--- config.mk ---
export PLATFORM = sky130hd
export DESIGN_NAME = ccff_chain_loader
export DESIGN_NICKNAME = d
export VERILOG_FILES = /design/src/rtl/ccff_loader_pkg.sv /design/src/rtl/ccff_rb_packer.sv /design/src/rtl/ccff_chain_loader.sv
export SDC_FILE = /design/constraint.sdc
export NUM_CORES = 1
export LEC_CHECK = 0
export CAP_MARGIN = 20
export CORE_MARGIN = 2
export CORE_UTILIZATION = 40
export DETAILED_ROUTE_END_ITERATION = 8
export DONT_BUFFER_PORTS = 1
export SLEW_MARGIN = 20
export SYNTH_ARGS = -nofsm -noshare
export SYNTH_HDL_FRONTEND = slang
export SYNTH_SLANG_ARGS = --single-unit
--- constraint.sdc ---
create_clock -name prog_clk -period 4 [get_ports prog_clk]
set_clock_uncertainty 0.2 [all_clocks]
set_input_delay 1.2 -clock prog_clk [delete_from_list [all_inputs] [get_ports prog_clk]]
set_output_delay 1.2 -clock prog_clk [all_outputs]
set_load 0.05 [all_outputs]
--- src/rtl/ccff_loader_pkg.sv ---
// Shared types and sizing helpers for the configuration-chain loader.
// Latency: n/a (types and elaboration-time functions only).
// Backpressure: n/a.
package ccff_loader_pkg;

  typedef enum logic [1:0] {
    IDLE  = 2'd0,
    LOAD  = 2'd1,
    FLUSH = 2'd2,
    DONE  = 2'd3
  } ccff_ld_state_t;

  // Number of bitstream words needed to cover a chain of len bits.
  function automatic int ccff_num_words(input int len, input int w);
    return (len + w - 1) / w;
  endfunction

  // Bits of the final word that actually enter the chain.
  function automatic int ccff_last_bits(input int len, input int w);
    return ((len % w) == 0) ? w : (len % w);
  endfunction

endpackage

--- src/rtl/ccff_rb_packer.sv ---
// Serial-to-word packer for bits leaving the chain tail; MSB holds the first bit.
// Latency: word valid 1 cycle after its last bit; partial word valid 1 cycle after flush.
// Backpressure: word held until i_rb_ready; o_stall tells the loader to freeze shifting.
// Ports: prog_clk/pReset clock and async active-low reset; i_shift/i_tail serial bit in;
//        i_flush emits a partial word; o_rb_valid/o_rb_data/i_rb_ready readback handshake.
module ccff_rb_packer
  import ccff_loader_pkg::*;
#(
  parameter int WORD_W = 8
) (
  input  logic              prog_clk,
  input  logic              pReset,
  input  logic              i_shift,
  input  logic              i_tail,
  input  logic              i_flush,
  input  logic              i_rb_ready,
  output logic              o_rb_valid,
  output logic [WORD_W-1:0] o_rb_data,
  output logic              o_stall
);

  localparam int HW = $clog2(WORD_W + 1);

  logic [WORD_W-1:0] r_sr;
  logic [HW-1:0]     r_cnt;
  logic              r_rb_valid;
  logic [WORD_W-1:0] r_rb_data;

  logic [WORD_W-1:0] w_sr_nxt;
  logic              w_stall;
  logic              w_word_done;
  logic              w_flush_push;

  assign w_stall      = r_rb_valid && !i_rb_ready;
  // Collected bits sit right-aligned; stale upper bits fall off on emit.
  assign w_sr_nxt     = (r_sr << 1) | WORD_W'(i_tail);
  assign w_word_done  = i_shift && (r_cnt == HW'(WORD_W - 1));
  assign w_flush_push = i_flush && !w_stall && (r_cnt != '0);

  always_ff @(posedge prog_clk or negedge pReset) begin
    if (!pReset) begin
      r_sr       <= '0;
      r_cnt      <= '0;
      r_rb_valid <= 1'b0;
      r_rb_data  <= '0;
    end else begin
      if (r_rb_valid && i_rb_ready) r_rb_valid <= 1'b0;
      // A completing word may replace one being consumed this cycle: no bubble.
      if (w_word_done) begin
        r_rb_data  <= w_sr_nxt;
        r_rb_valid <= 1'b1;
        r_cnt      <= '0;
      end else if (i_shift) begin
        r_sr  <= w_sr_nxt;
        r_cnt <= r_cnt + HW'(1);
      end
      if (w_flush_push) begin
        // Left-justify the partial word, zero-padded below.
        r_rb_data  <= r_sr << (HW'(WORD_W) - r_cnt);
        r_rb_valid <= 1'b1;
        r_cnt      <= '0;
      end
    end
  end

  assign o_rb_valid = r_rb_valid;
  assign o_rb_data  = r_rb_data;
  assign o_stall    = w_stall;

endmodule

--- src/rtl/ccff_chain_loader.sv ---
// Serial loader feeding ccff_head of a config chain and packing ccff_tail into readback words.
// Latency: start->word_ready 1 cycle; word accept->first shift 1 cycle; 1 bit/cycle gap-free.
// Backpressure: shifting (ccff_en) freezes on bitstream starvation or a stalled readback word.
// Ports: prog_clk/pReset clock and async active-low reset; start load request;
//        word_valid/word_data/word_ready bitstream in; ccff_head/ccff_en/ccff_tail chain side;
//        rb_valid/rb_data/rb_ready readback out; busy/done status.
module ccff_chain_loader
  import ccff_loader_pkg::*;
#(
  parameter int CHAIN_LEN = 58,
  parameter int WORD_W    = 8
) (
  input  logic              prog_clk,
  input  logic              pReset,
  input  logic              start,
  input  logic              word_valid,
  input  logic [WORD_W-1:0] word_data,
  output logic              word_ready,
  output logic              ccff_head,
  output logic              ccff_en,
  input  logic              ccff_tail,
  output logic              rb_valid,
  output logic [WORD_W-1:0] rb_data,
  input  logic              rb_ready,
  output logic              busy,
  output logic              done
);

  localparam int CW        = $clog2(CHAIN_LEN + 1);
  localparam int HW        = $clog2(WORD_W + 1);
  localparam int NUM_WORDS = ccff_num_words(CHAIN_LEN, WORD_W);
  localparam int LAST_BITS = ccff_last_bits(CHAIN_LEN, WORD_W);
  localparam int NW        = $clog2(NUM_WORDS + 1);

  ccff_ld_state_t r_state, w_state_nxt;

  logic [CW-1:0]     r_bit_cnt;
  logic [WORD_W-1:0] r_hold;
  logic [HW-1:0]     r_hold_cnt;
  logic [NW-1:0]     r_words_left;

  logic w_stall;
  logic w_shift;
  logic w_fetch;
  logic w_accept;
  logic w_flush;

  assign w_shift  = (r_state == LOAD) && (r_hold_cnt != '0) && (r_bit_cnt != '0) && !w_stall;
  // Fetch when the holding register is empty or drains this cycle, so words chain without gaps.
  assign w_fetch  = (r_state == LOAD) && (r_words_left != '0) &&
                    ((r_hold_cnt == '0) || ((r_hold_cnt == HW'(1)) && w_shift));
  assign w_accept = w_fetch && word_valid;
  assign w_flush  = (r_state == FLUSH);

  always_ff @(posedge prog_clk or negedge pReset) begin
    if (!pReset) r_state <= IDLE;
    else         r_state <= w_state_nxt;
  end

  always_comb begin
    w_state_nxt = r_state;
    case (r_state)
      IDLE:    if (start) w_state_nxt = LOAD;
      LOAD:    if (w_shift && (r_bit_cnt == CW'(1))) w_state_nxt = FLUSH;
      // Leave once the packer could emit its partial word (or had none).
      FLUSH:   if (!w_stall) w_state_nxt = DONE;
      DONE:    w_state_nxt = IDLE;
      default: w_state_nxt = IDLE;
    endcase
  end

  always_comb begin
    word_ready = 1'b0;
    ccff_en    = 1'b0;
    ccff_head  = 1'b0;
    busy       = 1'b0;
    done       = 1'b0;
    case (r_state)
      LOAD: begin
        word_ready = w_fetch;
        ccff_en    = w_shift;
        ccff_head  = w_shift & r_hold[WORD_W-1];
        busy       = 1'b1;
      end
      FLUSH:   busy = 1'b1;
      DONE: begin
        busy = 1'b1;
        done = 1'b1;
      end
      default: ;
    endcase
  end

  always_ff @(posedge prog_clk or negedge pReset) begin
    if (!pReset) begin
      r_bit_cnt    <= '0;
      r_hold       <= '0;
      r_hold_cnt   <= '0;
      r_words_left <= '0;
    end else if (r_state == IDLE) begin
      r_bit_cnt    <= CW'(CHAIN_LEN);
      r_hold_cnt   <= '0;
      r_words_left <= NW'(NUM_WORDS);
    end else begin
      if (w_shift) begin
        r_bit_cnt  <= r_bit_cnt - CW'(1);
        r_hold     <= r_hold << 1;
        r_hold_cnt <= r_hold_cnt - HW'(1);
      end
      // A fresh word overrides the drained holding register; the final word
      // only exposes its top LAST_BITS, the rest is never shifted.
      if (w_accept) begin
        r_hold       <= word_data;
        r_hold_cnt   <= (r_words_left == NW'(1)) ? HW'(LAST_BITS) : HW'(WORD_W);
        r_words_left <= r_words_left - NW'(1);
      end
    end
  end

  ccff_rb_packer #(
    .WORD_W(WORD_W)
  ) u_rb_packer (
    .prog_clk  (prog_clk),
    .pReset    (pReset),
    .i_shift   (w_shift),
    .i_tail    (ccff_tail),
    .i_flush   (w_flush),
    .i_rb_ready(rb_ready),
    .o_rb_valid(rb_valid),
    .o_rb_data (rb_data),
    .o_stall   (w_stall)
  );

endmodule

Yosys cells after proc, flatten, opt, wreduce, memory -nomap -nowiden
Cells that the tools add are included.
- flip-flop bits (word level): 45
- bits in latches: 0
- bits in writable memories: 0
- bits in read-only memories: 0
- bits of input ports: 14
- output and inout bits: 14
- logic and storage cells: 89
- memories: 0
- add/sub/neg operators: 5
- $mul: 0
- div/mod/pow operators: 0
- magnitude comparators: 0
- equality and inequality tests: 10
- shift operators: 1
- muxes and demuxes: 27
- bitwise logic cells: 4
- reductions and logical operators: 33
- operator list (kind ; count):
    4-bit 2-to-1 mux ; 9
    8-bit 2-to-1 mux ; 4
    1-bit logical AND ; 13
    6-bit 2-to-1 mux ; 2
    4-bit nonzero test ; 3
    3-bit nonzero test ; 3
    4-bit by 1-bit == test with 1-bit output, second input constant ; 2
    1-bit 2-to-1 mux ; 8
    8-bit by 1-bit bitwise OR with 8-bit output ; 1
    2-bit one-hot mux with 4 select lines ; 1
    2-bit nonzero test ; 4
    8-bit by 4-bit left shift with 8-bit output ; 1
    4-bit by 1-bit subtractor with 4-bit output, second input constant ; 2
    6-bit by 1-bit == test with 1-bit output, second input constant ; 1
    2-bit 2-to-1 mux ; 3
    6-bit nonzero test ; 1
    6-bit by 1-bit subtractor with 6-bit output, second input constant ; 1
    4-bit by 1-bit adder with 4-bit output, second input constant ; 1
    2-bit == test, second input constant ; 2
    4-bit by 3-bit == test with 1-bit output, second input constant ; 1
    4-bit logical NOT ; 1
    2-bit != test, second input constant ; 2
    2-bit AND reduction ; 2
    4-bit subtractor, first input constant ; 1
    9 further kinds ; 11

Depth between registers and ports, before layout
Gate-level depths: netlist of the first run.
- depth after elaboration: 10
- depth in mapped cells: 9
- gate-level depth less buffers: 8

Cells and area by module
From an unflattened synthesis of the first run, not the netlist that was laid out.
- cell total of the unflattened synthesis: 271
- area total of the unflattened synthesis: 2795.2 um2
- by module, submodules not included (module ; instances ; cells each ; area each (um2) ; seq. area each (um2)):
    ccff_chain_loader ; 1 ; 153 ; 1514.0 ; 600.6
    ccff_rb_packer ; 1 ; 118 ; 1281.2 ; 525.5

Worst setup path before layout of the first run
Ideal clock, no wire load.
- kind: input -> output
- from: in rb_ready
- to: out ccff_head
- data arrival time: 2.661 ns
- slack: -0.061 ns
- cell stages on the path: 5
- cells stage by stage: and2b_4 a2111o_2 inv_1 buf_6 and2_1
- cells in the longest elaborated chain, start to end: 6
- RTL lines (item ; line ; text):
    start: declaration ; ccff_chain_loader.sv:24 ; input logic rb_ready,
    1-bit logical NOT ; ccff_rb_packer.sv:34 ; assign w_stall = r_rb_valid && !i_rb_ready;
    1-bit logical AND ; ccff_rb_packer.sv:34 ;
    1-bit logical NOT ; ccff_chain_loader.sv:48 ; assign w_shift = (r_state == LOAD) && (r_hold_cnt != '0) && (r_bit_cnt != '0) && !w_stall;
    1-bit logical AND ; ccff_chain_loader.sv:48 ;
    1-bit bitwise AND ; ccff_chain_loader.sv:82 ; ccff_head = w_shift & r_hold[WORD_W-1];
    1-bit 2-to-1 mux ; ccff_chain_loader.sv:78 ; case (r_state)
    end: declaration ; ccff_chain_loader.sv:19 ; output logic ccff_head,
No other way between the ends.

Worst setup path after layout of the first run
Same ends and word-level chain as after synthesis.

==> metrics.cfg, run 1 <==
[status]
run_status = finished, final reports clean

[global_routing]
track_usage_pct = 15.4
grt_max_degree = 46
grt_antenna_before_repair = 0
global_route_wire_length_before_repair_um = 8770
first_global_vias = 1836
overflow_left_after_global_routing = 0

[final_layout]
layout.cells.most_common_list = sky130_fd_sc_hd__dfrtp_1 (45), sky130_fd_sc_hd__nor2_1 (26), sky130_fd_sc_hd__nand2_1 (22)
ff_latch_area_um2 = 1130
n_antenna_cell = 0
multi_input_area_um2 = 1340
fillers = 642
layout-area-overhead-vs-synth_pct = 7.23
final_common_cell = sky130_fd_sc_hd__dfrtp_1
share_of_final_layout_standard_cells_stronger_than_drive_strength_1_pct = 14.3
nNetsFinal = 293

[clocking]
cts_tree = built
clock_latency_at_the_later_pin_of_the_worst_skew_pair_ns = 0.30
cts_root_buf = sky130_fd_sc_hd__clkbuf_8
clock-sinks = 45
cts_made_buffers = 5
post-cts-setup-buffers = 0
cts.reportedPaths.clkPinSlew_ns = 0.09
cts_repair_resize_count = 0
cts.path.max_buffers = 2
postCtsHoldBufs = 0
htreeDepth = 2

[route]
detailedRoute.firstIterationViolations = 51
wl_per_cell_um = 15.0
drt-total-wl_um = 5120
drt.antenna.violating_nets = 0
drcViolationCount = 0
vias_per_cell = 5.42
number_of_vias_in_the_routed_layout = 1855
drt_pre_antenna_iters = 4

[yosys]
synth-edff-count = 0
yosys_warnings = 0
synth_top_area_share_pct = 43.4
netlist_area_um2 = 2600
synth.area.top_cells = sky130_fd_sc_hd__dfrtp_1 (43%), sky130_fd_sc_hd__ha_1 (7.2%), sky130_fd_sc_hd__mux2i_1 (5.0%)
synth_top_flop_cell = sky130_fd_sc_hd__dfrtp_1
synth_top_area_cell = sky130_fd_sc_hd__dfrtp_1
postSynth.asyncResetShare_pct = 100
synthCells = 260
synthesis.area_per_instance_um2 = 9.99
seq_cells_post_synth = 45
synthDistinctLibCells = 55
synth_sequential_area_ratio_pct = 43.4
mappedNetlistNets = 289

[power_and_ir_drop]
fin_total_pwr_w = 0.00230
power.density_cell_area_nw_per_um2 = 827
power.ir.vdd_worst_mv = 0.361
leakagePower_nw = 1.15

[worst_setup_path]
critPathKind = in2out
cp.arrival_ns = 2.19
start_kind = input port
worst_path_largest_cell_delay_ns = 0.44
maximum_fanout_along_the_worst_path = 4
endpoint_kind = primary output
crit_chain = and2b_4 > a2111o_2 > inv_1 > and2_2
critPathLaunch = rb_ready
critPathBufInv = 1
cpLargestDelayFamily = simple AND/OR/NAND/NOR gates
r2r-start = r_hold_cnt[0]
crit_slowest_cell = sky130_fd_sc_hd__a2111o_2
cp.required_ns = 2.60

[floorplan]
die_w_um = 84.6
start_util_pct = 41.1
chipHeight_um = 84.6
rows = 29
floorplan.die_area_um2 = 7150
boundaryPins = 28
core-area_um2 = 6310

[sta]
final_report_setup_violation_count = 0
final.setup.worst_slack_ns = 0.408
unrepaired_setup_endpoints_after_global_routing = false
max-slew-margin-rel_pct = 53.9
fin_crit_ns = 3.59
setup-tns-final_ns = 0
slew_violations = 0
clock.fmax_mhz = 278
timing.final.crit_share_pct = 89.8
hold_violations = 0
worstMarginPinSlew_ns = 0.689

[worst_hold_path]
hp-class = reg2reg
hold_start = u_rb_packer.r_sr[7]

[placed_design]
place_hpwl_um = 3730
dp_slack_ns = 0.405
globalplace.congestion = 0.802
io_buffers = 0

[run]
max_cap_viol_count = 0

-- flip-flops by register name, indices dropped and copies added (netlist names) --
signal                  flops
r_bit_cnt                   6
r_hold                      8
r_hold_cnt                  4
r_state                     2
r_words_left                4
u_rb_packer.o_rb_data       8
u_rb_packer.o_rb_valid      1
u_rb_packer.r_cnt           4
u_rb_packer.r_sr            8
-- power breakdown --
| part | internal (W) | switching, W | total, W |
|---|---|---|---|
| sequential | 0.000633 | 0.000287 | 0.000920 |
| combinational | 0.000465 | 0.000613 | 0.00108 |
| clock | 0.000143 | 0.000161 | 0.000304 |
-- cell usage after synthesis (2+ instances only) --
library cell                n
sky130_fd_sc_hd__a211oi_1   3
sky130_fd_sc_hd__a21oi_1    7
sky130_fd_sc_hd__a31oi_1    3
sky130_fd_sc_hd__and2_1     3
sky130_fd_sc_hd__buf_2      2
sky130_fd_sc_hd__buf_6      2
sky130_fd_sc_hd__clkbuf_1   4
sky130_fd_sc_hd__dfrtp_1   45
sky130_fd_sc_hd__ha_1      15
sky130_fd_sc_hd__inv_1     21
sky130_fd_sc_hd__mux2_2    11
sky130_fd_sc_hd__mux2i_1   13
sky130_fd_sc_hd__nand2_1   22
sky130_fd_sc_hd__nand3_1    5
sky130_fd_sc_hd__nor2_1    26
sky130_fd_sc_hd__nor2b_1    3
sky130_fd_sc_hd__nor3_1     4
sky130_fd_sc_hd__nor3b_1    2
sky130_fd_sc_hd__nor4_1     3
sky130_fd_sc_hd__o211ai_1   5
sky130_fd_sc_hd__o21ai_0    4
sky130_fd_sc_hd__o21ai_1    3
sky130_fd_sc_hd__o22ai_1   11
sky130_fd_sc_hd__or4_1      2
sky130_fd_sc_hd__xnor2_1    8
sky130_fd_sc_hd__xor2_1     4
-- routing by layer --
layer,wire (um),global-route usage [%]
met2,2430,25.1
met4,56,4.47
met3,177,4.42
met5,0,0
met1,2460,20.0
-- final cells by class --
| class | count | area share [%] |
|---|---|---|
| flip-flops and latches | 45 | 40.4 |
| clock inverters | 2 | 0.629 |
| inverters | 22 | 2.96 |
| repair buffers | 5 | 1.35 |
| clock buffers | 6 | 2.96 |
| multi-input cells | 185 | 48.2 |
| well taps | 77 | 3.46 |
-- path summary, 6_finish.rpt --
path                       slack [ns]                  endpoint  depth (start not counted)
hold / removal                   0.31       u_rb_packer.r_sr[7]                          1
setup reg to reg                 1.37                 r_hold[3]                          9
hold reg to reg                  0.31       u_rb_packer.r_sr[7]                          1
min in group asynchronous        0.38           r_words_left[0]                          0
max in group asynchronous        3.13  u_rb_packer.o_rb_data[6]                          0
setup / recovery                 0.41                 ccff_head                          4
-- through the flow --
stage,instances,utilization (%),area [um2],hold slack [ns]
after CTS,342,44.1,2790,0.319
after global routing,342,44.1,2790,0.336
after detailed placement,334,42.5,2690,0.297
after floorplan,260,-,2600,0.275
final,342,44.1,2790,0.311
after global placement,334,42.5,2690,0.294
-- cell families (layout without fill, tap and decap cells) --
kind of cell | after synthesis | after routing | synth area share, %
flip-flops | 45 | 45 | 43.4
multiplexers | 25 | 25 | 10.6
buffers and inverters | 30 | 35 | 5.01
AND/OR/NAND/NOR | 83 | 83 | 16.2
XOR/XNOR | 12 | 12 | 4.05
adder cells (fa/ha/maj) | 15 | 15 | 7.23
AO/OA/AOI/OAI | 50 | 50 | 13.5
(Power assumes the default switching activity.)
==> run 2, diff against run 1 <==
--- a/config.mk
+++ b/config.mk
@@ -5,6 +5,7 @@
 export SDC_FILE = /design/constraint.sdc
 export NUM_CORES = 1
 export LEC_CHECK = 0
+export ABC_AREA = 1
 export CAP_MARGIN = 20
 export CORE_MARGIN = 2
 export CORE_UTILIZATION = 40
==> metrics.cfg, run 2 <==
[status]
run_status = finished, final reports clean

[yosys]
synthTopCellsByCount = sky130_fd_sc_hd__nand2_1 (102), sky130_fd_sc_hd__dfrtp_1 (45), sky130_fd_sc_hd__inv_1 (31)
synthCells = 342
seq_cells_post_synth = 45
synth_top_area_share_pct = 41.9
netlist_area_um2 = 2690
mappedNetlistNets = 371
synth_top_area_cell = sky130_fd_sc_hd__dfrtp_1
synth-edff-count = 0
synth_sequential_area_ratio_pct = 41.9
synthesis.area_per_instance_um2 = 7.85
synthDistinctLibCells = 37
synth.area.top_cells = sky130_fd_sc_hd__dfrtp_1 (42%), sky130_fd_sc_hd__nand2_1 (14%), sky130_fd_sc_hd__ha_1 (7.0%)
postSynth.asyncResetShare_pct = 100
yosys_warnings = 0
post-synth-top-count-cell = sky130_fd_sc_hd__nand2_1
synth_top_flop_cell = sky130_fd_sc_hd__dfrtp_1

[power_and_ir_drop]
power.density_cell_area_nw_per_um2 = 866
power.ir.vdd_worst_mv = 0.200
leakagePower_nw = 1.40

[route]
vias_per_cell = 5.20
drcViolationCount = 0
number_of_vias_in_the_routed_layout = 2188
wl_per_cell_um = 13.0
drt_pre_antenna_iters = 4
drt-total-wl_um = 5480
drt.antenna.violating_nets = 0
detailedRoute.firstIterationViolations = 96

[worst_setup_path]
maximum_fanout_along_the_worst_path = 3
crit-reg2reg-capture = u_rb_packer.o_rb_data[0]
worst_path_largest_cell_delay_ns = 0.22
crit_chain = inv_2 > nand2_2 > nand2_1 > nor2_4 > nand3_2 > a21boi_1 > buf_4
crit_slowest_cell = sky130_fd_sc_hd__buf_4
start_kind = input port
critPathBufInv = 2
setup_slack_on_the_worst_flop_to_flop_path_ns = 1.13
cp.required_ns = 2.60
cpLargestDelayFamily = simple AND/OR/NAND/NOR gates
r2r-start = u_rb_packer.r_cnt[0]
cp.arrival_ns = 2.04
r2r_cells = 10
endpoint_kind = primary output
critPathKind = in2out

[global_routing]
global_route_wire_length_before_repair_um = 9780
track_usage_pct = 16.4
grt_antenna_before_repair = 0
overflow_left_after_global_routing = 0
grt_max_degree = 46
first_global_vias = 2085

[worst_hold_path]
hp-class = reg2reg
hold_depth = 2
hold_path_end = r_hold[0]
hold_start = r_hold[0]

[final_layout]
share_of_final_layout_standard_cells_stronger_than_drive_strength_1_pct = 10.8
fillers = 662
layout.cells.most_common_list = sky130_fd_sc_hd__nand2_1 (102), sky130_fd_sc_hd__dfrtp_1 (45), sky130_fd_sc_hd__inv_1 (31)
final_common_cell = sky130_fd_sc_hd__nand2_1
finish.instance_area_um2 = 2830
multi_input_area_um2 = 1350
n_antenna_cell = 0
nNetsFinal = 372
layout-area-overhead-vs-synth_pct = 5.45
ff_latch_area_um2 = 1130

[clocking]
postCtsHoldBufs = 0
clock_latency_at_the_later_pin_of_the_worst_skew_pair_ns = 0.30
cts_repair_resize_count = 0
htreeDepth = 2
clock-sinks = 45
cts.reportedPaths.clkPinSlew_ns = 0.09
cts_root_buf = sky130_fd_sc_hd__clkbuf_8
cts_tree = built
cts_made_buffers = 5
cts.path.max_buffers = 2
post-cts-setup-buffers = 0

[floorplan]
core-area_um2 = 6420
rows = 29
die_w_um = 85.9
boundaryPins = 28
floorplan.die_area_um2 = 7380
start_util_pct = 41.8
chipHeight_um = 85.9

[sta]
max-slew-margin-rel_pct = 58.9
worstMarginPinSlew_ns = 0.616
setup-tns-final_ns = 0
slew_violations = 0
unrepaired_setup_endpoints_after_global_routing = false
final_report_setup_violation_count = 0
final.setup.worst_slack_ns = 0.556
clock.fmax_mhz = 290
hold_violations = 0
fin_crit_ns = 3.44
timing.final.crit_share_pct = 86.1

[placed_design]
io_buffers = 0
globalplace.congestion = 0.802
place_hpwl_um = 3900
dp_slack_ns = 0.563
post_dp_cell_area_um2 = 2750

[run]
max_cap_viol_count = 0

-- run 2: per-layer routing --
| metal | vias to the layer above | part of all wire (%) | track usage (%) |
|---|---|---|---|
| met2 | 32 | 43 | 25.7 |
| met4 | 0 | 1.2 | 5.34 |
| met3 | 5 | 4.3 | 3.37 |
| li1 | 1116 | - | - |
| met5 | - | 0 | 0 |
| met1 | 1035 | 51 | 22.6 |
-- run 2: tightest hold or removal path, stage by stage (launching register included) --
cell                      delay (ns)
sky130_fd_sc_hd__dfrtp_1        0.36
sky130_fd_sc_hd__nand2_1        0.05
sky130_fd_sc_hd__nand2_1        0.04
-- run 2: worst max-delay path by stage --
stage | depth (start not counted) | to | slack (ns) | from
after detailed placement | 7 | word_ready | 0.56 | rb_ready
after global routing | 7 | ccff_head | 0.50 | rb_ready
final | 7 | word_ready | 0.56 | rb_ready
after CTS | 7 | word_ready | 0.56 | rb_ready
after floorplan | 7 | ccff_head | 0.18 | rb_ready
after global placement | 7 | ccff_head | 0.57 | rb_ready
-- run 2: logic make-up (layout without fill, tap and decap cells) --
| group | Yosys count | in the layout | share of synthesized area [%] |
|---|---|---|---|
| buf+inv | 49 | 51 | 7.69 |
| xor+xnor | 3 | 3 | 0.979 |
| simple gates | 161 | 161 | 27.1 |
| compound gates | 69 | 69 | 15.3 |
| fa+ha+maj | 15 | 15 | 6.99 |
| flops | 45 | 45 | 41.9 |
-- run 2: cell type report --
| cell class | instances | area share (%) |
|---|---|---|
| Inverter | 40 | 5.35 |
| Sequential cell | 45 | 39.8 |
| Clock buffer | 6 | 2.56 |
| Tap cell | 77 | 3.40 |
| Multi-Input combinational cell | 248 | 47.8 |
| Timing Repair Buffer | 3 | 0.795 |
| Clock inverter | 2 | 0.354 |
-- run 2: per-stage QoR --
| stage | hold WS, ns | instances | total power (W) | util (%) |
|---|---|---|---|---|
| floorplan | 0.242 | 342 | 0.00195 | - |
| detailed placement | 0.263 | 413 | 0.00219 | 42.8 |
| finish | 0.283 | 421 | 0.00245 | 44.1 |
| global route | 0.301 | 421 | 0.00270 | 44.1 |
| global placement | 0.258 | 413 | 0.00217 | 42.8 |
| CTS | 0.287 | 421 | 0.00247 | 44.1 |
-- run 2: power breakdown --
part           switching (W)  internal (W)
logic               0.000822      0.000407
clock network       0.000156      0.000121
registers           0.000311      0.000635
==> run 3, diff against run 2 <==
--- a/config.mk
+++ b/config.mk
@@ -11,6 +11,7 @@
 export CORE_UTILIZATION = 40
 export DETAILED_ROUTE_END_ITERATION = 8
 export DONT_BUFFER_PORTS = 1
+export PLACE_DENSITY_LB_ADDON = 0.08
 export SLEW_MARGIN = 20
 export SYNTH_ARGS = -nofsm -noshare
 export SYNTH_HDL_FRONTEND = slang
==> metrics.cfg, run 3 (same netlist as run 2, synthesis figures left out) <==
[worst_setup_path]
endpoint_kind = primary output
maximum_fanout_along_the_worst_path = 16
cp.required_ns = 2.60
critPathKind = in2out
start_kind = input port
cp.arrival_ns = 1.99

[final_layout]
stdcell_count = 421
layout-area-overhead-vs-synth_pct = 5.59
layout.cells.most_common_list = sky130_fd_sc_hd__nand2_1 (102), sky130_fd_sc_hd__dfrtp_1 (45), sky130_fd_sc_hd__inv_1 (31)
n_antenna_cell = 0
final_common_cell = sky130_fd_sc_hd__nand2_1
postLayoutCoreUtil_pct = 44.1
ff_latch_area_um2 = 1130
share_of_final_layout_standard_cells_stronger_than_drive_strength_1_pct = 11.0
fillers = 653
nNetsFinal = 372
multi_input_area_um2 = 1350

[sta]
setup-tns-final_ns = 0
final_report_setup_violation_count = 0
hold_violations = 0
timing.final.crit_share_pct = 84.8
slew_violations = 0
max-slew-margin-rel_pct = 58.2
unrepaired_setup_endpoints_after_global_routing = false
clock.fmax_mhz = 295
hold-worst-slack_ns = 0.281
worstMarginPinSlew_ns = 0.626
fin_crit_ns = 3.39

[worst_hold_path]
hp-class = reg2reg

[run]
max_cap_viol_count = 0

[global_routing]
grt_antenna_before_repair = 0
track_usage_pct = 16.9
grt_max_degree = 46
global_route_wire_length_before_repair_um = 10000
overflow_left_after_global_routing = 0
first_global_vias = 2035

[power_and_ir_drop]
p_sw_w = 0.00131
power.density_cell_area_nw_per_um2 = 871
switching_share_pct = 52.9
comb_power_share_pct = 50.1
power.ir.vdd_worst_mv = 0.313
seq_power_share_pct = 38.3
internal_power_w = 0.00116
fin_total_pwr_w = 0.00247
leakagePower_nw = 1.39
clock_power_share_pct = 11.6

[route]
number_of_vias_in_the_routed_layout = 2104
drcViolationCount = 0
wl_per_cell_um = 13.5
detailedRoute.firstIterationViolations = 89
drt.antenna.violating_nets = 0
drt-total-wl_um = 5680
drt_pre_antenna_iters = 4
vias_per_cell = 5.00

[clocking]
cts_made_buffers = 5
cts_tree = built
postCtsHoldBufs = 0
post-cts-setup-buffers = 0
htreeDepth = 2
clock-sinks = 45
clock_latency_at_the_later_pin_of_the_worst_skew_pair_ns = 0.30
cts.reportedPaths.clkPinSlew_ns = 0.09
cts_root_buf = sky130_fd_sc_hd__clkbuf_8
cts_repair_resize_count = 0
cts.path.max_buffers = 2

[floorplan]
chipHeight_um = 85.9
floorplan.die_area_um2 = 7380
start_util_pct = 41.8
rows = 29
boundaryPins = 28
die_w_um = 85.9
core-area_um2 = 6420

[placed_design]
place_hpwl_um = 4090
cell_count_after_placement = 413
globalplace.congestion = 0.828
io_buffers = 0

[status]
run_status = finished, final reports clean

-- run 3: cell count changes in the layout (fill, tap and decap cells not counted), sizes merged --
cell | previous run | this run
clkbuf | 6 | 5
clkinvlp | 0 | 1
-- run 3: worst max-delay path: stages --
cell and delay (ns):
sky130_fd_sc_hd__inv_2 0.02, sky130_fd_sc_hd__nand2_2 0.06, sky130_fd_sc_hd__nand2_1 0.09, sky130_fd_sc_hd__nor2_4 0.15
sky130_fd_sc_hd__nand2_4 0.14, sky130_fd_sc_hd__nor2_1 0.12, sky130_fd_sc_hd__buf_4 0.21
-- run 3: power groups by stage --
stage	Clock [W]	Combinational [W]	Sequential, W
finish	0.000287	0.00124	0.000946
floorplan	0	0.00104	0.000905
detailed placement	0	0.00124	0.000955
global placement	0	0.00124	0.000955
global route	0.000316	0.00143	0.000978
CTS	0.000302	0.00125	0.000947
-- run 3: final timing paths --
check | startpoint | end | slack (ns) | cells past startpoint
min | r_hold[0] | r_hold[0] | 0.28 | 2
max reg2reg | u_rb_packer.r_cnt[0] | u_rb_packer.o_rb_data[6] | 1.17 | 10
min in group asynchronous | pReset | r_words_left[2] | 0.38 | 0
min reg2reg | r_hold[0] | r_hold[0] | 0.28 | 2
max in group asynchronous | pReset | u_rb_packer.r_cnt[1] | 3.14 | 0
max | rb_ready | ccff_head | 0.61 | 7
-- run 3: layout make-up --
type	instances	share of cell area [%]
flip-flops and latches	45	39.7
inverters	40	5.34
repair buffers	3	0.794
clock inverters	3	0.618
multi-input cells	248	47.7
well taps	77	3.40
clock buffers	5	2.43
-- run 3: metal layers --
layer / up-vias / GRT usage [%] / share of wire [%]
met1: 951 / 24.4 / 52
met3: 6 / 3.66 / 3.9
met5: - / 0 / 0
li1: 1118 / - / -
met4: 0 / 4.33 / 1.1
met2: 29 / 25.7 / 43
-- run 3: stage by stage --
stage / instance area (um2) / worst slack, ns
CTS: 2840 / 0.600
detailed placement: 2750 / 0.601
floorplan: 2690 / 0.183
global placement: 2750 / 0.593
finish: 2840 / 0.608
global route: 2840 / 0.533
